**src/rtl/piso.sv**
```systemverilog
// piso: parallel-in serial-out serializer with a one-word hold buffer for gapless streaming
// Ports:
//    sclk_i   clock, all state updates on its rising edge
//    rst_i    synchronous active-high reset
//    data_i   parallel word, taken when valid_i && ready_o
//    valid_i  data_i holds a valid word
//    ready_o  a word can be accepted this cycle
//    data_o   current serial bit
//    valid_o  data_o holds a valid bit
//    ready_i  sink takes data_o this cycle
module piso #(
   parameter int DATA_W    = 8,
   parameter bit MSB_FIRST = 1'b1
) (
   input  logic              sclk_i,
   input  logic              rst_i,
   input  logic [DATA_W-1:0] data_i,
   input  logic              valid_i,
   output logic              ready_o,
   output logic              data_o,
   output logic              valid_o,
   input  logic              ready_i
);
   localparam int CW = $clog2(DATA_W);
   typedef enum logic {IDLE, SHIFT} state_t;
   state_t            state_q, state_d;
   logic [DATA_W-1:0] shift_q, shift_d, hold_q, hold_d;
   logic [CW-1:0]     count_q, count_d;
   logic              hold_valid_q, hold_valid_d;
   logic              accept, xfer, last;
   assign ready_o = !rst_i && !hold_valid_q;
   assign valid_o = state_q == SHIFT;
   // the outgoing bit always sits at the transmit end of the shift register
   assign data_o  = valid_o && (MSB_FIRST ? shift_q[DATA_W-1] : shift_q[0]);
   assign accept  = valid_i && ready_o;
   assign xfer    = valid_o && ready_i;
   assign last    = count_q == CW'(DATA_W-1);
   always_comb begin
      state_d      = state_q;
      shift_d      = shift_q;
      count_d      = count_q;
      hold_d       = hold_q;
      hold_valid_d = hold_valid_q;
      if (state_q == IDLE) begin
         if (accept) begin
            shift_d = data_i;
            count_d = '0;
            state_d = SHIFT;
         end
      end else if (xfer && last) begin
         // refill from hold first, else straight from the input, else go idle
         count_d = '0;
         if (hold_valid_q) begin
            shift_d      = hold_q;
            hold_valid_d = 1'b0;
         end else if (accept) begin
            shift_d = data_i;
         end else begin
            state_d = IDLE;
         end
      end else begin
         if (xfer) begin
            shift_d = MSB_FIRST ? shift_q << 1 : shift_q >> 1;
            count_d = count_q + CW'(1);
         end
         if (accept) begin
            hold_d       = data_i;
            hold_valid_d = 1'b1;
         end
      end
   end
   always_ff @(posedge sclk_i) begin
      if (rst_i) begin
         state_q      <= IDLE;
         shift_q      <= '0;
         count_q      <= '0;
         hold_q       <= '0;
         hold_valid_q <= 1'b0;
      end else begin
         state_q      <= state_d;
         shift_q      <= shift_d;
         count_q      <= count_d;
         hold_q       <= hold_d;
         hold_valid_q <= hold_valid_d;
      end
   end
endmodule

```
**config.mk**
```make
export PLATFORM = sky130hd
export DESIGN_NAME = piso
export DESIGN_NICKNAME = d
export VERILOG_FILES = /design/src/rtl/piso.sv
export SDC_FILE = /design/constraint.sdc
export NUM_CORES = 1
export LEC_CHECK = 0
export BUFFER_PORTS_ARGS = -buffer_cell sky130_fd_sc_hd__buf_2
export CORE_MARGIN = 5
export CORE_UTILIZATION = 41
export DETAILED_ROUTE_END_ITERATION = 10
export GPL_TIMING_DRIVEN = 0
export PLACE_DENSITY = 0.63
export SYNTH_ARGS = -nofsm -noshare
export SYNTH_HDL_FRONTEND = slang
export SYNTH_SLANG_ARGS = --single-unit
```
**constraint.sdc**
```tcl
create_clock -name sclk_i -period 1.92 [get_ports sclk_i]
set_input_delay 0.576 -clock sclk_i [delete_from_list [all_inputs] [get_ports sclk_i]]
set_output_delay 0.576 -clock sclk_i [all_outputs]
set_load 0.02 [all_outputs]
```
* Word level (Yosys, flattened, before mapping)
Index checks and enable logic that the tools add are counted.
Storage, ports and cells: register bits 21, output and inout bits 3
Operators by class: add/subtract/negate cells 1, equal/unequal tests 2, muxes and demuxes 15, bitwise operators 1, reductions and logical operators 12
Operators with widths (number):
- 8-bit two-way mux | 5
- 3-bit two-way mux | 4
- 1-bit two-way mux | 6
- 1-bit logical AND | 5
- 2-bit AND reduction | 2
- 2-bit nonzero test | 2
- 3-bit by 1-bit adder with 3-bit output, second input constant | 1
- 3-bit == test, second input constant | 1
- 3-bit by 1-bit inequality test with 1-bit output, second input constant | 1
- 3-bit AND reduction | 1
- 1-bit logical NOT | 2
- 1-bit inverter | 1

* Longest topological paths before layout
Gate-level depths: netlist (run 1).
word-level depth 7, gate-level depth with buffers 7

* Worst setup path before layout (run 1)
No wires, ideal clock.
path kind input to output, from input rst_i, to output ready_o, data arrival time 1.178 ns, setup slack 0.166 ns, stages on the path 3, path through buf_6 -> clkbuf_1 -> nor2_1
Between the ends: word-level cells in the longest chain between the ends 2
Ends and longest elaborated chain:
- start: declaration | RTL line 16 | input logic rst_i,
- 1-bit logical NOT | RTL line 31 | assign ready_o = !rst_i && !hold_valid_q;
- 1-bit logical AND | RTL line 31
- end: declaration | RTL line 19 | output logic ready_o,
No other way between the ends.

* Worst setup path in the final report (run 1)
from register state_q (netlist: valid_o), to output data_o
Between the ends: word-level cells in the longest chain between the ends 1
Ends and longest elaborated chain:
- start: declaration | RTL line 26 | state_t state_q, state_d;
- start signal: assignment | RTL line 80 | state_q <= state_d;
- 1-bit logical AND | RTL line 34 | assign data_o = valid_o && (MSB_FIRST ? shift_q[DATA_W-1] : shift_q[0]);
- end: declaration | RTL line 20 | output logic data_o,
No other way between the ends.

==> metrics.csv, run 1 <==
stage,metric,value,unit
setup_path,CP startpoint,valid_o,
yosys,flip-flop and latch count after synthesis,21,
cells_and_area,share of layout cells above drive strength 1,21.6,%
placement,I/O Buffers,13,
route,drt initial violations,37,
setup_path,Crit Path Class,reg -> out,
global_routing,initial antenna violation count,0,
setup_path,Worst path top cell family by delay,flip-flops,
global_routing,total track usage,15.5,%
clock_network,CTS H-tree depth,1,
floorplanning,Core Rows,18,
power_and_ir_drop,Clk pwr share,27.5,%
power_and_ir_drop,Internal,588,uW
clock_network,Clock Tree Root,clkbuf_4,
setup_path,Slowest cell on crit path,dfxtp_2,
flow_run,Max Cap Viol,0,
placement,dpl ws,-147,ps
route,drt pass-1 iters,4,
hold_path,Hold Path Class,reg -> reg,
clock_network,Clock Path Buffers,2,
global_routing,largest net degree at the start of global routing,12,
hold_path,min-delay src,shift_q[0],
power_and_ir_drop,Comb power frac,14.1,%
timing,fin crit period,1800,ps
setup_path,Crit path largest cell delay,400,ps
yosys,Synth warnings,0,
floorplanning,die area,0.00360,sq mm
cells_and_area,# diodes,0,
yosys,synthesized area per cell,8.77,sq um
global_routing,first-pass GRT wire length,4220,microns
route,# DRC,0,
timing,Final Hold Viols,0,
clock_network,worst skew pair latency,310,ps
timing,final setup violating endpoints,0,
setup_path,nature of the critical path endpoint,primary output,
yosys,Synth Flop Type,dfxtp_1,
global_routing,vias in the first global route,906,
setup_path,beginning of the worst register-to-register path,count_q[0],
placement,DP Wirelength,1750,microns
timing,RSZ-0062 raised after global routing,no,
cells_and_area,Nets,149,
cells_and_area,Layout Cells excl Fill,164,
route,Vias,986,
timing,Hold WS,480,ps
clock_network,clock transition at the registers of the reported paths,120,ps
clock_network,CTS Sinks,21,
cells_and_area,most frequent cells in the layout,"nand3_1, a21oi_1, dfxtp_1",
power_and_ir_drop,Leakage,0.416,nW
route,drt wl/cell,15.3,microns
setup_path,CP cell instances,"buf_2, and2_1, buf_2",
route,final WL,2520,microns
yosys,post-synth cell types,29,
timing,post-route clock period utilization,93.5,%
floorplanning,Die Y,60.0,microns
timing,Slew @ Worst Pin,385,ps
power_and_ir_drop,NetSw,221,uW
placement,final RePlAce weighted congestion,0.833,
floorplanning,DIE WIDTH,60.0,microns
power_and_ir_drop,sequential share of power,58.3,%
setup_path,maximum fanout along the worst path,10,
setup_path,Startpoint Class,flop,
power_and_ir_drop,net switching share of the total power,27.3,%
timing,Setup Total Neg Slack,0,ps
floorplanning,Starting Density,42.2,%
timing,PnR worst setup slack,124,ps
yosys,Syn Inst Count,117,
yosys,"Seq/Total Area, Yosys",41.0,%
status,outcome,"finished, final reports clean",
cells_and_area,Layout area overhead,13.8,%
setup_path,crit path DAT,1220,ps
timing,Max Transition Viols Final,0,
yosys,Post-synth EDFFs,0,
clock_network,total CTS buffers,3,
power_and_ir_drop,PwrDens,692,mW/mm^2
power_and_ir_drop,VDD IR max,0.342,mV
route,Final ANT Viol Nets,0,
timing,Clock Skew,0.534,ps
route,Via density,6.01,
floorplanning,I/O pin count,15,
yosys,fraction of registers with async set/reset,0,%
setup_path,cell mode on critical path,buf_2,
floorplanning,Core ar.,0.00243,sq mm
global_routing,Congestion Overflow GR,0,
placement,placed insts,160,
yosys,Mapped Nets,131,
timing,worst rel slew slack,74.0,%
clock_network,CTS tree,built,
setup_path,buffer and inverter count on the worst path,2,
timing,fmax,0.557,GHz
yosys,synthesized cell area,0.00103,sq mm
setup_path,"Req. time, crit path",1340,ps
## cells by family (layout without fill, tap and decap cells)
kind of cell	Yosys count	after routing	share of synthesized area, %
simple gates	44	44	26.3
fa+ha+maj	2	2	2.44
flops	21	21	41.0
buf+inv	9	26	4.27
compound gates	41	41	26.0
## through the flow
step	power [mW]	cell area, sq um	utilization [%]
floorplan	0.552	1030	-
global placement	0.590	1130	46.4
detailed placement	0.591	1130	46.4
CTS	0.807	1160	47.7
global route	0.847	1170	48.0
finish	0.808	1170	48.0
## repair_timing
item / 4_1_cts / 5_1_grt
hold buffers: 0 / 0
endpoints found under the setup margin: 3 / 18
pin swaps: 0 / 1
gates resized for setup: 4 / 7
buffers inserted: 0 / 1
hold endpoints to repair: 0 / 0
## cell usage after synthesis (all sizes together), types with 2 or more instances
library cell,count,share of area (%)
nand2b,8,4.9
ha,2,2.4
buf,4,2.4
a21oi,19,9.3
nand3,19,9.3
and2,2,1.2
o21ai,9,4.4
dfxtp,21,41
nor2,3,1.3
nand2,2,0.73
nor4bb,2,2.0
clkbuf,5,1.8
nand4bb,2,2.2
a221o,7,6.8
## registers in the layout, indices dropped and copies added, names as in the netlist
signal	cells
hold_q	8
shift_q	8
valid_o	1
hold_valid_q	1
count_q	3
## layout make-up
class | instances | area [sq um]
fillers | 258 | 1260
repair buffers | 14 | 72.6
plain buffers | 8 | 43.8
well taps | 30 | 37.5
flip-flops and latches | 21 | 423
clock buffers | 4 | 26.3
multi-input cells | 87 | 564
## per-layer routing
layer | routed length (microns) | part of all wire, % | track usage (%) | vias to the layer above
met5 | 0 | 0 | 0 | -
met1 | 1130 | 45 | 21.4 | 464
met3 | 164 | 6.5 | 2.81 | 5
met2 | 1190 | 47 | 23.9 | 38
li1 | - | - | - | 479
met4 | 31 | 1.2 | 5.70 | 0
## worst register-to-register path, delay by kind of cell (launching register included)
kind	cells	cell delay (ps)
adder cells (fa/ha/maj)	2	380
buffers and inverters	2	330
flip-flops	1	350
AND/OR/NAND/NOR	1	70
AO/OA/AOI/OAI	2	520
## power by group through the flow
stage | Clock [mW] | Sequential [mW] | Combinational (mW)
2_1_floorplan | 0 | 0.478 | 0.0736
3_3_place_gp | 0 | 0.479 | 0.111
3_5_place_dp | 0 | 0.480 | 0.111
4_1_cts | 0.223 | 0.470 | 0.113
5_1_grt | 0.247 | 0.473 | 0.127
6_report | 0.223 | 0.471 | 0.114
## worst paths after layout
kind	to	slack [ps]	cells after the start
hold / removal	shift_q[0]	480	1
hold reg to reg	shift_q[0]	480	1
setup / recovery	data_o	120	3
setup reg to reg	shift_q[1]	170	7
Power figures use the tool's default switching activity.
==> run 2: changes to the inputs <==
CORE_ASPECT_RATIO = 0.7   (was default)
==> run 2 against run 1 <==
Effect of this change: maximum frequency is 3.4% lower; design area grew 1.1%; clock power decreased by 2%; worst hold slack better by 3.7 ps; setup slack worse by 64 ps; power is 0.10% higher; global-route usage decreased by 0.091 points; first-iteration DRC count increased by 130%; via count decreased by 0.71%; utilization rose by 0.74 points; largest cell class unchanged.
==> metrics.csv, run 2 (synthesis results as in run 1) <==
stage,metric,value,unit
floorplanning,Die Y,51.9,microns
placement,I/O Buffers,13,
placement,Placed Area,0.00113,sq mm
power_and_ir_drop,PwrDens,686,mW/mm^2
route,wire length on met2,1190,microns
setup_path,r2r worst-path depth,7,
setup_path,CP startpoint,rst_i,
power_and_ir_drop,Clk pwr share,26.9,%
route,drt pass-1 iters,4,
timing,PnR worst setup slack,60.3,ps
clock_network,total CTS buffers,3,
clock_network,Clock Path Buffers,2,
clock_network,CTS Sinks,21,
timing,Slew @ Worst Pin,403,ps
clock_network,clock transition at the registers of the reported paths,120,ps
global_routing,first-pass GRT wire length,4400,microns
floorplanning,Starting Density,42.4,%
placement,DP Wirelength,1830,microns
power_and_ir_drop,NetSw,220,uW
setup_path,Crit Path Class,in -> out,
timing,final setup violating endpoints,0,
clock_network,CTS tree,built,
floorplanning,DIE WIDTH,69.8,microns
setup_path,Reg2Reg Capture Point,valid_o,
cells_and_area,Layout area overhead,15.0,%
route,Final ANT Viol Nets,0,
power_and_ir_drop,Internal,590,uW
timing,post-route clock period utilization,96.9,%
placement,dpl ws,-179,ps
route,drt wl/cell,15.9,microns
timing,fin crit period,1860,ps
global_routing,largest net degree at the start of global routing,12,
status,outcome,"finished, final reports clean",
power_and_ir_drop,sequential share of power,58.3,%
route,top sig layer,met4,
clock_network,worst skew pair latency,310,ps
route,wl on met1,1270,microns
global_routing,Congestion Overflow GR,0,
global_routing,initial antenna violation count,0,
timing,worst rel slew slack,73.1,%
clock_network,Clock Tree Root,clkbuf_4,
cells_and_area,final instance area,0.00118,sq mm
power_and_ir_drop,net switching share of the total power,27.1,%
clock_network,CTS H-tree depth,1,
floorplanning,I/O pin count,15,
route,Met3 Routed Length,173,microns
setup_path,beginning of the worst register-to-register path,count_q[0],
timing,Clock Skew,12.2,ps
clock_network,hold_buf cts,0,
setup_path,maximum fanout along the worst path,10,
setup_path,"Req. time, crit path",1340,ps
placement,final RePlAce weighted congestion,0.821,
setup_path,nature of the critical path endpoint,primary output,
timing,Final Hold Viols,0,
setup_path,crit path DAT,1280,ps
power_and_ir_drop,Comb power frac,14.8,%
timing,RSZ-0062 raised after global routing,no,
floorplanning,die area,0.00362,sq mm
flow_run,Max Cap Viol,0,
power_and_ir_drop,Leakage,0.417,nW
setup_path,Worst Setup EP,ready_o,
setup_path,reg2reg setup slack,170,ps
power_and_ir_drop,VDD IR max,0.415,mV
hold_path,Hold Path Class,reg -> reg,
global_routing,vias in the first global route,898,
route,Via density,5.86,
cells_and_area,Top Registers,"hold_q (8), shift_q (8), count_q (3)",
timing,Max Transition Viols Final,0,
route,drt initial violations,86,
cells_and_area,Nets,148,
cells_and_area,most frequent cells in the layout,"nand3_1, a21oi_1, dfxtp_1",
route,final WL,2660,microns
route,Vias,979,
route,# DRC,0,
cells_and_area,share of layout cells above drive strength 1,21.8,%
floorplanning,Core Rows,15,
cells_and_area,# diodes,0,
setup_path,Startpoint Class,primary input,
global_routing,total track usage,15.4,%
timing,fmax,0.538,GHz
floorplanning,Core ar.,0.00242,sq mm
-- run 2: metal layers --
metal / GRT usage, % / vias up
li1: - / 474
met1: 21.6 / 466
met2: 23.4 / 33
met3: 4.63 / 6
met4: 3.50 / 0
met5: 0 / -
-- run 2: area by class of cell --
type / instances / area [sq um]
Tap cell: 34 / 42.5
Timing Repair Buffer: 13 / 67.6
Buffer: 8 / 50.0
Fill cell: 257 / 1240
Sequential cell: 21 / 423
Clock buffer: 4 / 26.3
Multi-Input combinational cell: 87 / 571
-- run 2: what timing repair did --
item | in CTS | in global routing
setup buffers | 0 | 0
gates resized for setup | 5 | 11
setup endpoints to repair | 10 | 20
-- run 2: power groups by stage --
stage / combinational [mW] / clock [mW] / sequential, mW
after floorplan: 0.0736 / 0 / 0.478
after CTS: 0.114 / 0.224 / 0.471
final: 0.119 / 0.218 / 0.472
after global placement: 0.110 / 0 / 0.480
after global routing: 0.131 / 0.243 / 0.474
after detailed placement: 0.112 / 0 / 0.480
-- run 2: per-stage QoR --
step	util, %	TNS [ps]	cells	power (mW)	hold slack (ps)
after floorplan	-	0	117	0.552	433
after global placement	46.8	-234	164	0.590	452
after CTS	48.3	0	168	0.809	482
after detailed placement	46.8	-292	164	0.593	462
after global routing	48.7	0	167	0.848	498
final	48.7	0	167	0.809	484
-- run 2: worst min-delay path by stage --
stage,start,end,cells past startpoint
finish,count_q[2],count_q[2],2
global route,data_i[2],shift_q[2],2
CTS,count_q[2],count_q[2],2
detailed placement,shift_q[0],shift_q[0],1
global placement,shift_q[0],shift_q[0],1
floorplan,shift_q[0],shift_q[0],1
-- run 2: worst max-delay path, stage by stage --
cell	delay, ps
buf_2	140
buf_6	160
buf_4	190
nor2_1	50
buf_4	160
